[src/rtl/accum_adder_unit.sv]
// accum_adder_unit
//   Clocked add / subtract / per-channel accumulate / read-and-clear unit.
//   Requests enter over a valid/ready handshake and results leave from a
//   single-entry registered output stage one cycle later, with a carry or
//   borrow flag. Each accumulator channel keeps a sticky overflow flag.
//
// Parameters
//   WIDTH    operand, accumulator and result width (>= 2)
//   NUM_CH   number of accumulator channels (1..16)
//   SATURATE 1: clamp on overflow/underflow, 0: wrap modulo 2^WIDTH
//
// Ports
//   clk        clock, rising edge
//   rst_n      asynchronous active-low reset
//   in_valid   request valid
//   in_ready   request can be accepted this cycle
//   in_mode    00 ADD, 01 SUB, 10 ACC, 11 CLR
//   in_ch      accumulator channel (ACC/CLR only)
//   in_a       operand A, unsigned
//   in_b       operand B, unsigned (ADD/SUB only)
//   out_valid  result register holds an unconsumed result
//   out_ready  consumer accepts the result
//   out_data   result
//   out_ovf    carry (ADD/ACC), borrow (SUB) or channel flag (CLR)
//   out_ch     echo of in_ch for this result
//   ch_ovf     per-channel sticky accumulator overflow flags

module accum_adder_unit #(
  parameter int WIDTH    = 8,
  parameter int NUM_CH   = 4,
  parameter int SATURATE = 1,
  localparam int CH_W    = (NUM_CH > 1) ? $clog2(NUM_CH) : 1
) (
  input  logic              clk,
  input  logic              rst_n,
  input  logic              in_valid,
  output logic              in_ready,
  input  logic [1:0]        in_mode,
  input  logic [CH_W-1:0]   in_ch,
  input  logic [WIDTH-1:0]  in_a,
  input  logic [WIDTH-1:0]  in_b,
  output logic              out_valid,
  input  logic              out_ready,
  output logic [WIDTH-1:0]  out_data,
  output logic              out_ovf,
  output logic [CH_W-1:0]   out_ch,
  output logic [NUM_CH-1:0] ch_ovf
);

  typedef enum logic [1:0] {
    MODE_ADD = 2'b00,
    MODE_SUB = 2'b01,
    MODE_ACC = 2'b10,
    MODE_CLR = 2'b11
  } mode_e;

  localparam bit SAT = (SATURATE != 0);

  mode_e             mode;
  logic              accept;

  logic [WIDTH-1:0]  acc_q [NUM_CH];
  logic [NUM_CH-1:0] ch_ovf_q;

  logic [NUM_CH-1:0] ch_sel;
  logic              ch_hit;
  logic [WIDTH-1:0]  sel_acc;
  logic              sel_ovf;

  logic [WIDTH-1:0]  add_rhs;
  logic [WIDTH:0]    add_sum;
  logic [WIDTH:0]    sub_diff;

  logic [WIDTH-1:0]  res_data;
  logic              res_ovf;

  assign mode     = mode_e'(in_mode);
  assign in_ready = !out_valid || out_ready;
  assign accept   = in_valid && in_ready;
  assign ch_ovf   = ch_ovf_q;

  // One-hot channel decode. An out-of-range channel decodes to all zeros,
  // which makes the read mux return zero and suppresses every state update.
  always_comb begin
    ch_sel = '0;
    for (int i = 0; i < NUM_CH; i++) begin
      ch_sel[i] = (in_ch == CH_W'(i));
    end
  end

  assign ch_hit = |ch_sel;

  always_comb begin
    sel_acc = '0;
    sel_ovf = 1'b0;
    for (int i = 0; i < NUM_CH; i++) begin
      if (ch_sel[i]) begin
        sel_acc = acc_q[i];
        sel_ovf = ch_ovf_q[i];
      end
    end
  end

  // ADD and ACC share one adder: ACC adds operand A to the selected
  // accumulator instead of operand B.
  assign add_rhs  = (mode == MODE_ACC) ? sel_acc : in_b;
  assign add_sum  = {1'b0, in_a} + {1'b0, add_rhs};
  assign sub_diff = {1'b0, in_a} - {1'b0, in_b};

  always_comb begin
    res_data = '0;
    res_ovf  = 1'b0;
    case (mode)
      MODE_ADD: begin
        res_ovf  = add_sum[WIDTH];
        res_data = (SAT && add_sum[WIDTH]) ? '1 : add_sum[WIDTH-1:0];
      end
      MODE_SUB: begin
        // The extra MSB of the widened difference is the borrow.
        res_ovf  = sub_diff[WIDTH];
        res_data = (SAT && sub_diff[WIDTH]) ? '0 : sub_diff[WIDTH-1:0];
      end
      MODE_ACC: begin
        if (ch_hit) begin
          res_ovf  = add_sum[WIDTH];
          res_data = (SAT && add_sum[WIDTH]) ? '1 : add_sum[WIDTH-1:0];
        end
      end
      MODE_CLR: begin
        if (ch_hit) begin
          res_ovf  = sel_ovf;
          res_data = sel_acc;
        end
      end
      default: begin
        res_data = '0;
        res_ovf  = 1'b0;
      end
    endcase
  end

  // Single-entry output register; a new acceptance overwrites the slot in
  // the same edge the old result is consumed.
  always_ff @(posedge clk or negedge rst_n) begin
    if (!rst_n) begin
      out_valid <= 1'b0;
      out_data  <= '0;
      out_ovf   <= 1'b0;
      out_ch    <= '0;
    end else if (accept) begin
      out_valid <= 1'b1;
      out_data  <= res_data;
      out_ovf   <= res_ovf;
      out_ch    <= in_ch;
    end else if (out_ready) begin
      out_valid <= 1'b0;
    end
  end

  // Accumulator state moves at acceptance, so a back-to-back request to
  // the same channel reads the already-updated value.
  always_ff @(posedge clk or negedge rst_n) begin
    if (!rst_n) begin
      for (int i = 0; i < NUM_CH; i++) begin
        acc_q[i] <= '0;
      end
      ch_ovf_q <= '0;
    end else if (accept) begin
      for (int i = 0; i < NUM_CH; i++) begin
        if (ch_sel[i]) begin
          if (mode == MODE_ACC) begin
            acc_q[i] <= res_data;
            if (res_ovf) begin
              ch_ovf_q[i] <= 1'b1;
            end
          end else if (mode == MODE_CLR) begin
            acc_q[i]    <= '0;
            ch_ovf_q[i] <= 1'b0;
          end
        end
      end
    end
  end

endmodule

[config.mk]
export PLATFORM = sky130hd
export DESIGN_NAME = accum_adder_unit
export DESIGN_NICKNAME = d
export VERILOG_FILES = /design/src/rtl/accum_adder_unit.sv
export SDC_FILE = /design/constraint.sdc
export NUM_CORES = 1
export LEC_CHECK = 0
export ABC_AREA = 1
export ABC_CLOCK_PERIOD_IN_PS = 2100
export CAP_MARGIN = 20
export CORE_MARGIN = 4
export CORE_UTILIZATION = 40
export DETAILED_ROUTE_END_ITERATION = 10
export PLACE_DENSITY = 0.68
export SLEW_MARGIN = 0
export SYNTH_ARGS = -nofsm -noshare
export SYNTH_HDL_FRONTEND = slang
export SYNTH_SLANG_ARGS = --single-unit
[constraint.sdc]
create_clock -name clk -period 2.1 [get_ports clk]
set_clock_uncertainty 0.15 [all_clocks]
set_input_delay 0.525 -clock clk [delete_from_list [all_inputs] [get_ports clk]]
set_output_delay 0.525 -clock clk [all_outputs]
set_load 0.01 [all_outputs]
* After elaboration in Yosys (flattened, before gate mapping)
Cells that the tools add are included.
Widths: inputs -> output; s select.
** Storage, ports and cells
- Flip-flop bits (word level) :: 48
- Bits of input ports :: 24
** Operators by class
- Add/subtract/negate cells :: 2
- Eq/ne operators :: 7
- Muxes and demuxes :: 24
- Reduce and logical (&&, ||, !) cells :: 16
** Operator list (count)
- $mux 8 :: 11
- $pmux 8 s4 :: 1
- $reduce_and 4->1 :: 4
- $reduce_and 3->1 :: 4
- $mux 1 :: 11
- $add 8x8->9 :: 1
- $sub 8x8->9 :: 1
- $eq 2x2->1 const B :: 4
- $eq 2x1->1 const B :: 2
- $logic_not 2->1 :: 2
- $pmux 1 s4 :: 1
- $reduce_bool 2->1 :: 2
- $reduce_or 4->1 :: 1
- $ne 2x2->1 const B :: 1
- $logic_and 1x1->1 :: 1
- $logic_not 1->1 :: 1
- $logic_or 1x1->1 :: 1

* Logic depth before layout (Yosys ltp)
- Depth in word-level cells :: 11
- Mapped depth :: 21
- Gate-level depth less buffers :: 19

* Worst setup path after synthesis
Ideal clock, no wire load.
- Path kind :: input to register
- Start :: input in_mode[0]
- End :: register ch_ovf_q[3], in the netlist ch_ovf[3]
- Library setup time :: 0.117 ns
- Arrival time :: 2.591 ns
- Required time :: 1.833 ns
- Slack :: -0.757 ns
- Cell stages on the path :: 16
- Buffers on the path :: 2
- Path through :: buf_2 -> nor2_2 -> clkbuf_1 -> nand2_1 -> nand2_1 -> ha_1 -> inv_1 -> fa_1 -> inv_1 -> nand3_1 -> nand2_2 -> a21oi_4 -> a31oi_4 -> nand2_1 -> nand2_1 -> nand2_1
** Between the ends
- Longest elaborated chain between the ends :: 7
- Elaborated cells on any way between the ends :: 12
** RTL lines
- start: declaration :: line 38 : input logic [1:0] in_mode,
- $eq 2x2->1 :: line 106, 113, 171
- $mux 8 :: line 106 : assign add_rhs = (mode == MODE_ACC) ? sel_acc : in_b;
- $add 8x8->9 :: line 107 : assign add_sum = {1'b0, in_a} + {1'b0, add_rhs};
- $mux 1 :: line 124 : if (ch_hit) begin
- $pmux 1 s4 :: line 113 : case (mode)
- $ne 2x2->1 (no source line)
- $reduce_and 4->1 (no source line)
- end signal: assignment :: line 167 : ch_ovf_q <= '0;
- end signal: indexed assignment :: line 174 : ch_ovf_q[i] <= 1'b1;
- end signal: indexed assignment :: line 178 : ch_ovf_q[i] <= 1'b0;
- end: declaration :: line 63 : logic [NUM_CH-1:0] ch_ovf_q;
Several ways; a longest one is shown, not always the timed one.
A chain may end at the register's enable or synchronous reset.

* Worst setup path after layout
- Start :: input in_ch[0]
- End :: register out_data[6]
** Between the ends
- Longest elaborated chain between the ends :: 10
- Elaborated cells on any way between the ends :: 15
** RTL lines
- start: declaration :: line 39 : input logic [CH_W-1:0] in_ch,
- $logic_not 2->1 :: line 87 : ch_sel[i] = (in_ch == CH_W'(i));
- $mux 8 (4 in a row) :: line 97 : if (ch_sel[i]) begin
- $mux 8 :: line 106
- $add 8x8->9 :: line 107
- $mux 8 :: line 116, 126
- $mux 8 :: line 124
- $pmux 8 s4 (*) :: line 113
- end signal: assignment :: line 152 : out_data <= res_data;
- end: declaration :: line 44 : output logic [WIDTH-1:0] out_data,
Mark *: on every way between the ends. The rest lies on a longest branch, timed or not.

==> results.md <==
- The final routed wirelength across all metal layers is 10300 µm.
- The checks that failed: setup timing.
- STA classifies the critical path endpoint as a register.
- The worst setup path category is in2reg.
- The dominant combinational cell family by area after synthesis is simple AND/OR/NAND/NOR gates.
- Along the worst path, the maximum fanout reaches 6.
- The number of cells on the worst reg-to-reg path is 18.
- The HPWL after detailed placement is 6930 µm.
- The maximum frequency from static timing analysis is 354 MHz.
- The vias per cell is 5.02.
- After detailed routing, the number of remaining DRC violations is 0.
- The post-synthesis net count is 508.
- The count of fill cells added during filler insertion is 598.
- The async set or reset register ratio after synthesis is 100%.
- The internal power summed over all cells is 2.22 mW.
- The portion of synthesized area spent on multiplexers is 0%.
- The sequential cell area is 1200 µm².
- Setup repair after global routing could not meet its margin everywhere.
- The number of endpoints with negative hold slack in the final report was 0.
- The remaining antenna violation count after routing is 0.
- Entering global routing, the biggest net connects 49 pins.
- The initial cell density of the core is 41.3%.
- The basic-gate share of the synthesized area counting and, or, nand and nor cells is 32.1%.
- Of the total power, the share spent switching nets is 34.0%.
- The violation count after the first detailed-routing iteration is 153.
- The cell area after layout is 5120 µm².
- At the end of the flow, the number of nets in the layout was 633.
- The tightest hold path in the finished design has a slack of 0.0283 ns.
- The aggregate global-route resource usage is 20.4%.
- The number of enable flip-flop cells after synthesis is 0.
- The first-pass detailed-route iteration total is 5.
- Across all setup checks in the final design, the least slack found is -0.722 ns.
- The part of the total power dissipated in combinational logic is 40.7%.
- 41 I/O pins were placed.
- The share of the Yosys chip area taken by registers is 37.6%.
- The reg2reg setup slack is -0.62 ns.
- The top cell type by total area after synthesis is dfrtp_1.
- VDD sags by at most 0.000381 V.
- The worst max-slew margin expressed relative to the limit is 57.2%.
- The first global-routing pass estimated 15900 µm of wire.
- The global placement routability congestion is 0.903.
- Of the available clock period, the critical path in the final layout requires 134%.
- The floorplan die width is 97.4 µm.
- Data arrives at the worst endpoint at 2.89 ns.
- Summing the areas of all xor and xnor instances in the mapped netlist gives 1.37% of the synthesized area.
- Summing all placed instances gives a cell area of 4290 µm².
- The post-synthesis register bit count is 48.
- Compared with the post-synthesis result, the final layout area differs by 60.2%.
- The instance count after placement with tap cells included is 668.
- The region available for standard cell placement spans 7730 µm².
- The total vias in the final route is 3482.
- The TritonCTS sink count is 48.
- The worst-case clock buffer depth is 2.
- The flow ran to the end, but the final reports show violations.
- The floorplan has 32 rows.
- For the pin with the worst max-slew slack, the measured transition is 0.641 ns.
- The number of antenna diodes in the final layout is 0.
- After synthesis, the netlist uses 30 different library cells.
- The static leakage power is 2.56 nW.
- The number of antenna violations at the first check in global routing was 0.
- The clock period minus final worst setup slack is 2.82 ns.
- The clock insertion delay at the later pin of the skew report is 0.31 ns.
- The synthesized netlist devotes 13.4% of its cell area to compound gates.
- Among all flip-flop cells after synthesis, the most frequent one is dfrtp_1.
- The part of the total power dissipated in the clock network is 24.2%.
- After routing, the total negative slack on setup checks comes to -26.74 ns.
- Buffers inserted to repair hold after CTS numbered 0.
- The multi-input logic area is 2280 µm².
- TritonCTS built the clock tree.
- The total standard cell area after synthesis is 3190 µm².
- The cell area power density is 657 nW/µm².
- The total overflow left after global routing is 0.
- The cell count after synthesis is 466.
- The fraction of layout instances using a drive strength above 1 is 37.8%.
- The mean instance size in the synthesized netlist is 6.85 µm².
- The switching power summed over all nets is 1.14 mW.
- Buffers placed on the I/O ports in this run total 40.
- Overall power consumption after layout is estimated at 3.36 mW.
- The via count of the first global-routing pass is 3380.
- The kind of path behind the tightest hold check is in2async.
- After clock tree synthesis, the clock-pin slew on the worst setup and hold paths is 0.10 ns.
- The die height is 97.4 µm.
- The post-synthesis share of cell area spent on full adders, half adders and majority gates is 7.52%.
- The CTS buffer count is 5.
- The endpoint identified for the worst register-to-register timing path is out_data[6].
- Leaving out fill and tap cells, the most frequent cells in the layout are nand2_1, buf_4, dfrtp_1.
- The root buffer selected by CTS is clkbuf_8.
- Per report_power, the sequential group accounts for 35.0% of the total.
- Yosys attributes the largest share of cell area to dfrtp_1, nand2_1, o21ai_1.
- In this run the number of H-tree levels came out at 2.
- The most frequent standard cell in the layout excluding fill and tap cells is nand2_1.
- At the worst endpoint, the required time is 2.16 ns.
- The type of element launching the critical path is a primary input.
- The count of cells in the finished layout, fillers not included, comes to 694.
- The launch instance of the worst register-to-register path is acc_q[27].
- The portion of synthesized cell area occupied by the leading cell type is 37.6%.
- Yosys printed 0 warnings.
- The number of pins exceeding their max-slew limit in the final report is 0.
- After detailed routing, the average wire length per cell comes to 14.9 µm.
- The max-capacitance violation count is 0.
- The die covers 9480 µm².
- The final setup violation count is 45.
stage by stage:
step / util, % / worst slack [ns]
CTS: 61.6 / -0.569
floorplan: - / -0.574
finish: 66.2 / -0.722
global route: 66.2 / -0.845
detailed placement: 55.5 / -1.41
global placement: 55.5 / -1.35
critical path: stages:
cell and delay, ns:
buf_8 0.10, buf_8 0.13, nand2_8 0.07, inv_8 0.04, nor2_4 0.07, nand2_2 0.06, o21ai_2 0.15, nand2_1 0.07
nand2_1 0.07, ha_2 0.19, inv_2 0.04, fa_2 0.37, inv_2 0.09, buf_6 0.10, nand4_1 0.16, nand4_1 0.17
nand3_2 0.13, nand2_2 0.10, nand3_2 0.10, nand2_2 0.08, nand2_2 0.05
per-layer routing:
layer	up-vias	share of wire [%]	GRT usage [%]
met3	18	5.5	3.80
met5	-	0	0
met4	0	1.7	5.01
li1	1743	-	-
met2	102	49	34.3
met1	1619	44	27.0
registers in the layout, indices dropped and copies added (netlist names):
| signal | count |
|---|---|
| out_valid | 1 |
| out_ch | 2 |
| acc_q | 32 |
| ch_ovf | 4 |
| out_ovf | 1 |
| out_data | 8 |
area by class of cell:
| cell class | instances | share of cell area, % |
|---|---|---|
| flip-flops and latches | 48 | 23.5 |
| repair buffers | 129 | 22.8 |
| clock buffers | 5 | 1.35 |
| well taps | 102 | 2.49 |
| clock inverters | 3 | 1.35 |
| multi-input cells | 355 | 44.5 |
| inverters | 52 | 4.06 |
power by group through the flow:
stage / Clock, mW / Sequential (mW) / Combinational (mW)
after floorplan: 0 / 1.19 / 0.532
after global placement: 0 / 1.17 / 1.03
after detailed placement: 0 / 1.18 / 1.04
after CTS: 0.822 / 1.16 / 1.19
after global routing: 0.862 / 1.20 / 1.49
final: 0.815 / 1.18 / 1.37
synthesized netlist by cell type, types with 3 or more instances:
| master | n |
|---|---|
| a21oi_1 | 9 |
| buf_2 | 4 |
| clkbuf_1 | 3 |
| dfrtp_1 | 48 |
| ha_1 | 16 |
| inv_1 | 39 |
| inv_2 | 11 |
| nand2_1 | 183 |
| nand2_2 | 3 |
| nand3_1 | 28 |
| nor2_1 | 31 |
| o21ai_0 | 16 |
| o21ai_1 | 47 |
| xnor2_1 | 5 |
cells by family (layout without fill, tap and decap cells):
kind of cell,after synthesis,count (layout)
DFF,48,48
AOI/OAI and AO/OA,78,78
adders and majority gates,18,18
xor gates and xnor gates,5,5
buffers and inverters,63,189
and+or+nand+nor,254,254
worst max path at each step:
stage	cells after the start	slack, ns	endpoint	startpoint
2_1_floorplan	21	-0.57	out_data[2]	in_ch[1]
3_3_place_gp	20	-1.35	out_data[4]	in_ch[1]
3_5_place_dp	21	-1.41	out_ovf	in_ch[1]
4_1_cts	21	-0.57	ch_ovf[2]	in_ch[0]
5_1_grt	21	-0.85	out_data[6]	in_ch[0]
6_report	21	-0.72	out_data[6]	in_ch[0]
timing repair:
action | 4_1_cts | 5_1_grt
setup endpoints to repair | 46 | 46
pin swaps | 35 | 52
resized for setup | 80 | 76
hold endpoints to repair | 0 | 0
buffers inserted | 9 | 10
Note: power is estimated with default switching activity, not from simulation.
